[src/rtl/pipeline_flush_unit.sv]
// pipeline_flush_unit
//   Owns the fetch PC and the IF/ID pipeline register of the 5-stage RISC-V
//   core. It resolves EX control-hazard flushes and ID load-use stalls, and it
//   counts both kinds of event.
//   Per-edge priority is flush > stall > advance.
//
// Ports:
//   clk              core clock, rising edge
//   rst_n            asynchronous active-low reset
//   Cr_pipeline_stop flush request from EX (combinational, valid each cycle)
//   ex_redirect_pc   branch/jump target from EX, qualified by Cr_pipeline_stop
//   Dr_stall         load-use stall request from ID
//   if_inst          instruction read combinationally from IROM at pc
//   pc               current fetch PC
//   id_pc, id_pc4    PC (and PC+4) of the instruction held in ID
//   id_inst          instruction held in ID
//   id_valid         1 = real instruction in ID, 0 = bubble
//   idex_flush       ID/EX loads a bubble at the next edge (combinational)
//   flush_cnt        accepted flushes, saturating
//   stall_cnt        stall cycles, saturating
module pipeline_flush_unit #(
    parameter logic [31:0] PC_RESET = 32'h0000_0000,
    parameter logic [31:0] NOP_INST = 32'h0000_0013,
    parameter int          CNT_W    = 32
) (
    input  logic             clk,
    input  logic             rst_n,
    input  logic             Cr_pipeline_stop,
    input  logic [31:0]      ex_redirect_pc,
    input  logic             Dr_stall,
    input  logic [31:0]      if_inst,
    output logic [31:0]      pc,
    output logic [31:0]      id_pc,
    output logic [31:0]      id_pc4,
    output logic [31:0]      id_inst,
    output logic             id_valid,
    output logic             idex_flush,
    output logic [CNT_W-1:0] flush_cnt,
    output logic [CNT_W-1:0] stall_cnt
);

    typedef enum logic {RUN, FLUSHED} state_t;

    state_t      state;
    logic        eff_flush;
    logic [31:0] pc_plus4;

    // Event counters stick at all-ones instead of wrapping.
    function automatic logic [CNT_W-1:0] sat_inc(input logic [CNT_W-1:0] v);
        return (&v) ? v : v + CNT_W'(1);
    endfunction

    // In FLUSHED, EX holds the bubble injected by the previous flush, so a
    // request seen there is stale and must be ignored.
    assign eff_flush  = Cr_pipeline_stop & (state == RUN);
    assign idex_flush = rst_n & (eff_flush | Dr_stall);
    assign pc_plus4   = pc + 32'd4;

    // Fetch / IF-ID stage boundary
    always_ff @(posedge clk or negedge rst_n) begin
        if (!rst_n) begin
            pc        <= PC_RESET;
            id_pc     <= 32'd0;
            id_pc4    <= 32'd0;
            id_inst   <= NOP_INST;
            id_valid  <= 1'b0;
            flush_cnt <= '0;
            stall_cnt <= '0;
            state     <= RUN;
        end else if (eff_flush) begin
            // The redirect target is the only use of ex_redirect_pc, so an
            // unqualified (possibly X) target never reaches pc.
            pc        <= {ex_redirect_pc[31:2], 2'b00};
            id_inst   <= NOP_INST;
            id_valid  <= 1'b0;
            flush_cnt <= sat_inc(flush_cnt);
            state     <= FLUSHED;
        end else if (Dr_stall) begin
            stall_cnt <= sat_inc(stall_cnt);
            state     <= RUN;
        end else begin
            pc       <= pc_plus4;
            id_pc    <= pc;
            id_pc4   <= pc_plus4;
            id_inst  <= if_inst;
            id_valid <= 1'b1;
            state    <= RUN;
        end
    end

endmodule

[config.mk]
export PLATFORM = sky130hd
export DESIGN_NAME = pipeline_flush_unit
export DESIGN_NICKNAME = d
export VERILOG_FILES = /design/src/rtl/pipeline_flush_unit.sv
export SDC_FILE = /design/constraint.sdc
export NUM_CORES = 1
export LEC_CHECK = 0
export ABC_AREA = 1
export CAP_MARGIN = 20
export CELL_PAD_IN_SITES_DETAIL_PLACEMENT = 1
export CELL_PAD_IN_SITES_GLOBAL_PLACEMENT = 1
export CORE_MARGIN = 2
export CORE_UTILIZATION = 38
export DETAILED_ROUTE_END_ITERATION = 16
export GPL_ROUTABILITY_DRIVEN = 0
export PLACE_DENSITY_LB_ADDON = 0.1
export SLEW_MARGIN = 20
export SYNTH_ARGS = -nofsm -noshare
export SYNTH_HDL_FRONTEND = slang
export SYNTH_SLANG_ARGS = --single-unit
[constraint.sdc]
create_clock -name clk -period 3.6 [get_ports clk]
set_input_delay 0.36 -clock clk [delete_from_list [all_inputs] [get_ports clk]]
set_output_delay 0.36 -clock clk [all_outputs]
set_load 0.05 [all_outputs]
Word-level counts from Yosys, hierarchy flattened
Cells that the tools add are included.
{"block": "word_totals", "output_inout_bits": 194, "elab_cells": 32, "register_bits": 194, "mem_bits_rw": 0, "mem_bits_ro": 0, "input_bits": 68, "memories": 0, "latch_bits": 0}
{"block": "op_classes", "n_lt_le_gt_ge": 0, "n_reduce_logical": 5, "eq_ne": 1, "n_div": 0, "shift": 0, "n_mul": 0, "add_sub_neg": 3, "n_bitwise": 8, "muxes": 7}
{"operator": "two-way mux 32 bit", "n": 4}
{"operator": "adder 32 x 1 -> 32 bit, second input constant", "n": 2}
{"operator": "AND reduction 32 bit", "n": 2}
{"operator": "adder 32 x 3 -> 32 bit, second input constant", "n": 1}
{"operator": "inverter 1 bit", "n": 5}
{"operator": "AND reduction 2 bit", "n": 2}
{"operator": "two-way mux 1 bit", "n": 3}
{"operator": "AND reduction 3 bit", "n": 1}
{"operator": "AND 1 bit", "n": 2}
{"operator": "inequality test 2 x 1 -> 1 bit, second input constant", "n": 1}
{"operator": "bitwise OR 1 bit", "n": 1}

Depth between registers and ports, before layout
Gate-level depths: netlist of run 1.
{"block": "depth", "word_depth": 4, "mapped_depth": 12, "ltp_nobuf": 10}

Worst setup path before layout of run 1
OpenSTA, ideal clock, no wires.
{"block": "synth_timing", "kind": "flip-flop to flip-flop", "start": "register stall_cnt[0]", "end": "register stall_cnt[12]", "setup_ns": 0.118, "slack_ns": 1.501, "path_buffers": 2, "synth_period_minus_slack_ns": 2.099, "required_time_ns": 3.482, "t_arrival_ns": 1.981, "stages_incl_launch_ff": 13, "cell_sequence": "dfrtp_1 -> ha_1 -> buf_2 -> inv_1 -> nor2_4 -> nand2_4 -> nor2_8 -> nand3_4 -> nand2_4 -> inv_4 -> buf_6 -> nand2_1 -> nand2_1"}
{"block": "synth_via", "elab_chain_len": 3, "elab_cells_between_ends": 4, "classes_between": "add/sub: 1; bitwise: 1; reduce/logical: 2"}
{"item": "start: declaration", "line_no": "39", "rtl": "output logic [CNT_W-1:0] stall_cnt"}
{"item": "start signal: assignment", "line_no": "79", "rtl": "stall_cnt <= sat_inc(stall_cnt);"}
{"item": "parallel branches: the longest is 3 deep, another holds adder 32 x 1 -> 32 bit"}
Several ways; the timed one is not identified.
A chain may end at the register's enable or synchronous reset.

Final worst setup path of run 1
{"block": "layout_timing", "start": "input Cr_pipeline_stop", "end": "output idex_flush"}
{"block": "layout_via", "elab_chain_len": 3}
{"item": "start: declaration", "line_no": "28", "rtl": "input logic Cr_pipeline_stop,"}
{"item": "AND 1 bit", "line_no": "55", "rtl": "assign eff_flush = Cr_pipeline_stop & (state == RUN);"}
{"item": "bitwise OR 1 bit", "line_no": "56", "rtl": "assign idex_flush = rst_n & (eff_flush | Dr_stall);"}
{"item": "AND 1 bit", "line_no": "56"}
{"item": "end: declaration", "line_no": "37", "rtl": "output logic idex_flush,"}
Every way passes these cells.

==> impl_metrics.csv, run 1 <==
group,metric,value,unit
global_routing,grt.overflow.total,0,
setup_path,cp_cell_sequence,"clkdlybuf4s50_1 -> inv_1 -> nor2_4 -> nor2_4 -> buf_4 -> nor2_1 -> buf_4",
floorplanning,pin_count,262,
sta,fin_skew,0.0193,ns
logic_synthesis,syn_area,9700,um2
sta,hold_viol_final,0,
setup_path,endpoint_kind,"output port",
power,power_density,514,nW/um2
sta,finalSetupTns,0,ns
logic_synthesis,yosysWarnings,0,
clock_network,cts.htree.levels,4,
sta,fmax,416,MHz
setup_path,start_kind,"input pin",
setup_path,path_max_fanout,56,
global_routing,antenna_found_initial,3,
detailed_routing,post_drt_wl_per_cell,17.3,um
sta,min_period,2.41,ns
sta,finalCritPeriodShare,66.8,%
logic_synthesis,synth_cells,1289,
power,leakage,0.00603,uW
sta,slew_violations,0,
floorplanning,core.rowCount,58,
detailed_routing,via_per_inst,4.99,
detailed_routing,drt_wl_total,32.4,mm
clock_network,cts_tree,"built",
detailed_routing,via_count,9370,
sta,rsz0062_at_grt,"no",
worst_hold_path,min_path_type,"in -> async",
setup_path,max_stage_delay,0.56,ns
cells_and_area,finalNetCount,1603,
setup_path,cp.arrival,2.05,ns
sta,fin_hold_ws,0.371,ns
logic_synthesis,yosysTopAreaCell,"dfrtp_1",
detailed_routing,drt_drc_violations_left,0,
cells_and_area,drive_gt1_share,4.34,%
floorplanning,start_util,38.6,%
place,port_buffers,253,
job,cap_viol_max_count,0,
sta,setup_viol,0,
cells_and_area,multiInputGateArea,4430,um2
setup_path,crit_type,"in -> out",
clock_network,cts_buffers,17,
floorplanning,core_area,25100,um2
clock_network,ctsRootBufferMaster,"clkbuf_16",
global_routing,grtUsageTotal,24.6,%
logic_synthesis,ys_ff_latch,188,
detailed_routing,drt_iter0_drc,462,
setup_path,required,3.24,ns
floorplanning,die_h,164,um
place,dpl.hpwl,23.9,mm
power,ir_drop,0.453,mV
clock_network,clk_latency,0.44,ns
detailed_routing,ant_nets,0,
cells_and_area,fill_cells,3108,
sta,maxSlewHeadroom,38.7,%
global_routing,grt_pass1_vias,9684,
clock_network,path_clk_slew,0.08,ns
global_routing,grt_max_degree,101,
clock_network,cts_buffer_depth,2,
cells_and_area,area_growth,35.4,%
cells_and_area,area.sequential,4710,um2
logic_synthesis,ys_types,35,
logic_synthesis,syn_area_per_cell,7.53,um2
sta,tightest_slew,0.919,ns
global_routing,grt_pass1_wl,51.6,mm
status,status,"finished clean",
logic_synthesis,synth-seq-area-share,48.5,%
setup_path,cpMaxStageDelayCell,"buf_4",
floorplanning,die_area,26800,um2
logic_synthesis,synth_top_area_share,47.7,%
detailed_routing,first_pass_iters,4,
clock_network,clock_sinks,188,
logic_synthesis,ys_top_cells_by_area,"dfrtp_1 (48%), nand2_1 (22%), nor2_1 (5.2%)",
floorplanning,die_w,164,um
cells by family after synthesis:
kind of cell | after synthesis | share of synthesized area (%)
fa+ha+maj | 3 | 0.387
compound gates | 113 | 7.35
buf+inv | 133 | 6.14
xor+xnor | 30 | 2.71
simple gates | 821 | 34.8
other cells | 1 | 0.0387
flops | 188 | 48.5
what timing repair did:
| action | in CTS | in global routing |
|---|---|---|
| hold buffers | 1 | 0 |
| hold endpoints to repair | 22 | 0 |
| resized for setup | 0 | 0 |
| buffers inserted | 0 | 0 |
cell usage in the layout, fill, tap and decap left out, types with 11 or more instances in the layout:
| master | n |
|---|---|
| inv_1 | 87 |
| nor2_1 | 134 |
| clkdlybuf4s50_1 | 251 |
| a22o_1 | 29 |
| clkbuf_16 | 17 |
| xor2_1 | 20 |
| nand3_1 | 51 |
| o211ai_1 | 11 |
| nand2_1 | 578 |
| dfrtp_1 | 185 |
| o21ai_0 | 55 |
| nand3b_1 | 26 |
power by group:
part           leakage, uW  switching (uW)  total [uW]  internal [uW]
sequential         0.00245             251        2620           2370
clock             0.000296             994        1950            961
combinational      0.00329            1500        2180            687
total              0.00603            2740        6760           4020
cells in the mapped netlist, drive strengths merged:
master	count
a21oi	7
a22o	29
and2	1
buf	31
clkbuf	12
conb	1
dfrtp	185
dfstp	3
ha	3
inv	90
nand2	584
nand3	52
nand3b	26
nand4	10
nor2	145
nor3	1
nor3b	1
o211ai	11
o21ai	63
o22a	3
or2	1
xnor2	10
xor2	20
final cells by class:
cell class              instances  area share (%)
flip-flops and latches        188            35.8
multi-input cells             973            33.8
repair buffers                262            20.0
clock buffers                  18            3.34
well taps                     330            3.14
inverters                      90            2.59
clock inverters                14            1.26
diodes                          2          0.0381
state kept, by name, summed over array words and instances (netlist names):
signal,flops
flush_cnt,32
id_inst,32
id_pc,30
id_pc4,30
id_valid,1
pc,30
stall_cnt,32
state,1
metrics by stage:
| step | worst slack [ns] | cells | utilization, % | power (uW) | cell area, um2 |
|---|---|---|---|---|---|
| finish | 1.19 | 1877 | 52.3 | 6760 | 13100 |
| floorplan | 1.50 | 1294 | - | 3990 | 9720 |
| global placement | 1.10 | 1842 | 49.8 | 4810 | 12500 |
| CTS | 1.18 | 1875 | 52.3 | 6830 | 13100 |
| detailed placement | 1.10 | 1842 | 49.8 | 4850 | 12500 |
| global route | 1.03 | 1875 | 52.3 | 7060 | 13100 |
layer usage:
metal / track usage (%) / wire [um]
met1: 31.0 / 14200
met2: 41.5 / 15900
met3: 6.82 / 1710
met4: 6.58 / 655
met5: 0 / 26
final timing paths:
check	start	to	slack [ns]	depth (start not counted)
max	Cr_pipeline_stop	idex_flush	1.19	7
min reg2reg	id_pc4[18]	id_pc4[18]	0.48	2
max reg2reg	stall_cnt[0]	stall_cnt[25]	1.27	10
min	rst_n	stall_cnt[11]	0.37	2
max in group asynchronous	rst_n	id_pc4[20]	2.08	3
min in group clk	ex_redirect_pc[15]	pc[15]	0.48	3
worst max-delay path: cells and delay by family:
family / cells / cell delay (ns)
buffers and inverters: 4 / 1.39
AND/OR/NAND/NOR: 3 / 0.28
(Power assumes the default switching activity.)
==> inputs of run 2 (changes only) <==
--- a/config.mk
+++ b/config.mk
@@ -10,7 +10,7 @@
 export CELL_PAD_IN_SITES_DETAIL_PLACEMENT = 1
 export CELL_PAD_IN_SITES_GLOBAL_PLACEMENT = 1
 export CORE_MARGIN = 2
-export CORE_UTILIZATION = 38
+export CORE_UTILIZATION = 35
 export DETAILED_ROUTE_END_ITERATION = 16
 export GPL_ROUTABILITY_DRIVEN = 0
 export PLACE_DENSITY_LB_ADDON = 0.1
==> constraint.sdc (replaced) <==
create_clock -name clk -period 2.5 [get_ports clk]
set_input_delay 0.25 -clock clk [delete_from_list [all_inputs] [get_ports clk]]
set_output_delay 0.25 -clock clk [all_outputs]
set_load 0.05 [all_outputs]
==> run 2 against run 1 <==
  * Via count fell by 1.5%
  * Highest routed layer unchanged
  * Largest power group unchanged
  * Die area rose by 8.4%
  * Clock skew fell by 0.0014 ns
  * Setup slack got worse by 0.79 ns
  * Critical path type is now reg -> out
  * Design area rose by 1.3%
  * Clock power rose by 45%
  * Largest cell class unchanged
==> impl_metrics.csv, run 2 (synthesis gave the netlist of run 1 again) <==
group,metric,value,unit
status,status,"finished clean",
worst_hold_path,min_path_type,"in -> async",
place,dp.cells,1894,
cells_and_area,fill_cells,3310,
setup_path,cp_cell_sequence,"clkdlybuf4s50_1",
floorplanning,start_util,35.8,%
sta,hold_viol_final,0,
cells_and_area,finalNetCount,1613,
global_routing,grt.overflow.total,0,
place,port_buffers,253,
global_routing,antenna_found_initial,2,
sta,slew_violations,0,
sta,fin_hold_ws,0.302,ns
setup_path,cp_top_family,"buffers and inverters",
sta,finalSetupTns,0,ns
setup_path,start_kind,"register",
sta,fmax,476,MHz
place,dpl.hpwl,24.7,mm
global_routing,grtUsageTotal,23.6,%
setup_path,critPathBufInv,1,
clock_network,clock_sinks,188,
sta,setup_viol,0,
global_routing,grt_max_degree,81,
setup_path,max_stage_delay,0.90,ns
clock_network,cts_buffers,17,
detailed_routing,drt_wl_total,33.2,mm
power,power_density,735,nW/um2
power,ir_drop,0.374,mV
clock_network,clk_latency,0.44,ns
clock_network,cts.htree.levels,4,
floorplanning,pin_count,262,
floorplanning,core.rowCount,60,
floorplanning,die_h,170,um
job,cap_viol_max_count,0,
floorplanning,core_area,27100,um2
detailed_routing,via_count,9234,
detailed_routing,drt_drc_violations_left,0,
cells_and_area,drive_gt1_share,4.89,%
power,fin_total_pwr,9780,uW
detailed_routing,ant_nets,0,
setup_path,endpoint_kind,"output port",
sta,fin_skew,0.0179,ns
detailed_routing,via_per_inst,4.79,
setup_path,path_max_fanout,8,
detailed_routing,first_pass_iters,4,
cells_and_area,reg_top3,"flush_cnt: 32 flops, id_inst: 32 flops, stall_cnt: 32 flops",
sta,rsz0062_at_grt,"no",
setup_path,cp.arrival,1.85,ns
setup_path,required,2.25,ns
cells_and_area,mostFrequentLayoutCells,"nand2_1 (578), clkdlybuf4s50_1 (251), dfrtp_1 (185)",
floorplanning,die_w,170,um
global_routing,grt_pass1_wl,53.5,mm
clock_network,path_clk_slew,0.08,ns
setup_path,cpMaxStageDelayCell,"clkdlybuf4s50_1",
clock_network,ctsRootBufferMaster,"clkbuf_16",
detailed_routing,drt_iter0_drc,356,
sta,maxSlewHeadroom,58.5,%
power,leakage,0.00609,uW
detailed_routing,post_drt_wl_per_cell,17.2,um
setup_path,crit_type,"reg -> out",
cells_and_area,final_common_cell,"nand2_1",
cells_and_area,area_growth,37.1,%
clock_network,cts_buffer_depth,2,
clock_network,ctsResizeCount,0,
floorplanning,die_area,29100,um2
cells_and_area,layout.cells.non_filler,1928,
sta,tightest_slew,0.620,ns
sta,finalCritPeriodShare,84.0,%
global_routing,grt_pass1_vias,9761,
sta,min_period,2.10,ns
clock_network,cts_tree,"built",
run 2: path summary, 6_finish.rpt:
kind | from | end | slack [ns] | cells past startpoint
max in group asynchronous | rst_n | id_inst[0] | 1.37 | 3
setup reg to reg | stall_cnt[0] | stall_cnt[5] | 0.40 | 10
setup / recovery | pc[17] | pc[17] | 0.40 | 1
hold reg to reg | id_pc[13] | id_pc[13] | 0.49 | 2
hold / removal | rst_n | flush_cnt[5] | 0.30 | 2
min in group clk | ex_redirect_pc[4] | pc[4] | 0.39 | 3
run 2: layout make-up:
class | instances | area [um2] | share of cell area [%]
diodes | 1 | 2.50 | 0.0188
well taps | 372 | 465 | 3.50
repair buffers | 272 | 2750 | 20.7
clock buffers | 18 | 429 | 3.23
flip-flops and latches | 188 | 4710 | 35.4
clock inverters | 14 | 170 | 1.28
inverters | 90 | 340 | 2.56
multi-input cells | 973 | 4430 | 33.3
run 2: power breakdown:
| group | leakage [uW] | switching, uW | total [uW] | internal [uW] |
|---|---|---|---|---|
| Clock | 0.000291 | 1380 | 2830 | 1440 |
| Sequential | 0.00245 | 378 | 3790 | 3410 |
| Combinational | 0.00336 | 2160 | 3170 | 1010 |
| Total | 0.00609 | 3920 | 9780 | 5860 |
run 2: layer usage:
| layer | up-vias | track usage [%] | part of all wire (%) |
|---|---|---|---|
| li1 | 4535 | - | - |
| met1 | 4493 | 29.9 | 45 |
| met2 | 172 | 41.1 | 49 |
| met3 | 32 | 5.09 | 4.3 |
| met4 | 2 | 5.43 | 1.6 |
| met5 | - | 0 | 0.039 |
run 2: stage by stage:
stage | utilization (%) | setup slack [ns] | cell area [um2]
floorplan | - | 0.401 | 9720
global placement | 46.8 | 0.435 | 12700
detailed placement | 46.8 | 0.423 | 12700
CTS | 49.1 | 0.387 | 13300
global route | 49.1 | 0.227 | 13300
finish | 49.1 | 0.401 | 13300
run 2: what timing repair did:
item,4_1_cts,5_1_grt
endpoints found under the hold margin,43,0
hold buffers,1,0
buffers inserted,0,0
==> inputs of run 3 (changes only) <==
--- a/config.mk
+++ b/config.mk
@@ -10,7 +10,7 @@
 export CELL_PAD_IN_SITES_DETAIL_PLACEMENT = 1
 export CELL_PAD_IN_SITES_GLOBAL_PLACEMENT = 1
 export CORE_MARGIN = 2
-export CORE_UTILIZATION = 35
+export CORE_UTILIZATION = 32
 export DETAILED_ROUTE_END_ITERATION = 16
 export GPL_ROUTABILITY_DRIVEN = 0
 export PLACE_DENSITY_LB_ADDON = 0.1
==> constraint.sdc (replaced) <==
create_clock -name clk -period 1.7 [get_ports clk]
set_input_delay 0.17 -clock clk [delete_from_list [all_inputs] [get_ports clk]]
set_output_delay 0.17 -clock clk [all_outputs]
set_load 0.05 [all_outputs]
==> run 3 against run 2 <==
  * Clock power rose by 40%
  * Sequential cell count unchanged
  * Combinational power rose by 50%
  * Design area up 4.2%
  * Setup slack got worse by 0.39 ns
  * Routed wire length is 3.6% higher
  * Non-clock buffer count is 94 higher
  * Clock-buffer cell count increased by 1
==> impl_metrics.csv, run 3 (synthesis gave the netlist of run 1 again) <==
group,metric,value,unit
status,status,"finished clean",
clock_network,cts.htree.levels,4,
floorplanning,pin_count,262,
floorplanning,die_w,178,um
clock_network,clock_sinks,188,
floorplanning,core.rowCount,63,
global_routing,antenna_found_initial,1,
job,cap_viol_max_count,0,
power,p_int,8530,uW
global_routing,grt.overflow.total,0,
floorplanning,start_util,32.6,%
sta,fin_skew,0.0167,ns
detailed_routing,drt_wl_total,34.4,mm
clock_network,path_clk_slew,0.07,ns
sta,slew_violations,0,
detailed_routing,ant_nets,0,
power,power_frac_comb,33.4,%
setup_path,endpoint_kind,"output port",
detailed_routing,drt_drc_violations_left,0,
cells_and_area,area_growth,42.9,%
floorplanning,die_area,31700,um2
global_routing,grt_pass1_wl,53.9,mm
sta,setup_viol,0,
power,seqPwrFrac,38.9,%
setup_path,reg2reg_slack,0.11,ns
detailed_routing,first_pass_iters,4,
place,port_buffers,253,
power,p_clk_share,27.7,%
clock_network,cts_tree,"built",
setup_path,cp.arrival,1.52,ns
floorplanning,die_h,178,um
sta,finalCritPeriodShare,99.4,%
cells_and_area,drive_gt1_share,23.2,%
cells_and_area,fill_cells,3635,
cells_and_area,final_common_cell,"nand2_1",
power,switching_share,40.1,%
detailed_routing,via_count,9638,
worst_hold_path,min_path_type,"in -> reg",
cells_and_area,reg_top3,"flush_cnt: 32 flops, id_inst: 32 flops, stall_cnt: 32 flops",
place,dpl.hpwl,26.1,mm
power,ir_drop,0.664,mV
cells_and_area,finalNetCount,1708,
clock_network,cts_buffers,17,
global_routing,grt_pass1_vias,9825,
setup_path,start_kind,"register",
clock_network,ctsRootBufferMaster,"clkbuf_16",
sta,hold_viol_final,0,
clock_network,cts_buffer_depth,2,
place,dp.cells,1990,
global_routing,grtUsageTotal,21.9,%
setup_path,path_max_fanout,9,
detailed_routing,drt_iter0_drc,423,
cells_and_area,mostFrequentLayoutCells,"nand2_1 (571), buf_4 (239), dfrtp_1 (146)",
global_routing,grt_max_degree,89,
setup_path,crit_type,"reg -> out",
setup_path,required,1.53,ns
sta,fmax,592,MHz
clock_network,clk_latency,0.45,ns
detailed_routing,post_drt_wl_per_cell,16.9,um
cells_and_area,layout.cells.non_filler,2041,
power,power_density,1030,nW/um2
floorplanning,core_area,29700,um2
power,p_sw,5710,uW
power,leakage,0.00689,uW
sta,rsz0062_at_grt,"yes",
sta,fin_hold_ws,0.289,ns
sta,tightest_slew,0.597,ns
detailed_routing,via_per_inst,4.72,
sta,maxSlewHeadroom,60.2,%
sta,min_period,1.69,ns
[run 3: layer usage]
| layer | routed length [um] | global-route usage, % | vias up |
|---|---|---|---|
| li1 | - | - | 4741 |
| met1 | 15300 | 28.0 | 4713 |
| met2 | 17100 | 37.1 | 162 |
| met3 | 1660 | 5.24 | 22 |
| met4 | 413 | 5.33 | 0 |
| met5 | 0 | 0 | - |
[run 3: path summary, 6_finish.rpt]
check,cells after the start,to,startpoint
worst max-delay path,5,idex_flush,state
worst min-delay path,3,pc[16],ex_redirect_pc[16]
worst max register to register,9,stall_cnt[5],stall_cnt[0]
worst min register to register,2,id_pc4[20],id_pc4[20]
max in group asynchronous,3,id_pc4[21],rst_n
min in group asynchronous,3,flush_cnt[31],rst_n
[run 3: final cells by class]
type / instances / area (um2) / share of cell area [%]
clock inverter: 13 / 119 / 0.857
timing repair buffer: 366 / 3140 / 22.7
antenna: 1 / 2.50 / 0.0181
sequential: 188 / 4760 / 34.3
clock buffer: 19 / 433 / 3.12
inverter: 90 / 350 / 2.53
multi-input combinational: 974 / 4570 / 33.0
tap: 390 / 488 / 3.52
[run 3: power groups by stage]
stage	clock network (uW)	logic (uW)	registers (uW)
2_1_floorplan	0	1050	7480
3_3_place_gp	0	4760	5620
3_5_place_dp	0	4820	5620
4_1_cts	4060	4710	5540
5_1_grt	4230	5060	5620
6_report	3950	4760	5540
[run 3: worst max-delay path, cell delays in order (launching register included)]
cell and delay [ns]:
dfrtp_1 0.39, nor2_4 0.18, nor2_4 0.06, buf_12 0.15, nor2_4 0.14, buf_12 0.15
[run 3: what timing repair did]
item / CTS / global route
setup endpoints to repair: 55 / 92
gates resized for setup: 49 / 40
hold buffers: 1 / 0
cloned: 0 / 2
setup buffers: 0 / 16
pin swaps: 1 / 7
hold endpoints to repair: 185 / 0
[run 3: per-stage QoR]
step	TNS [ns]	worst slack [ns]	utilization (%)	total power [uW]	area [um2]
2_1_floorplan	-2.81	-0.0808	-	8530	9820
3_3_place_gp	-4.42	-0.0769	44.1	10400	13100
3_5_place_dp	-4.47	-0.0882	44.1	10400	13100
4_1_cts	-0.0826	-0.0826	45.8	14300	13600
5_1_grt	-0.115	-0.0535	46.6	14900	13900
6_report	0	0.00940	46.7	14200	13900
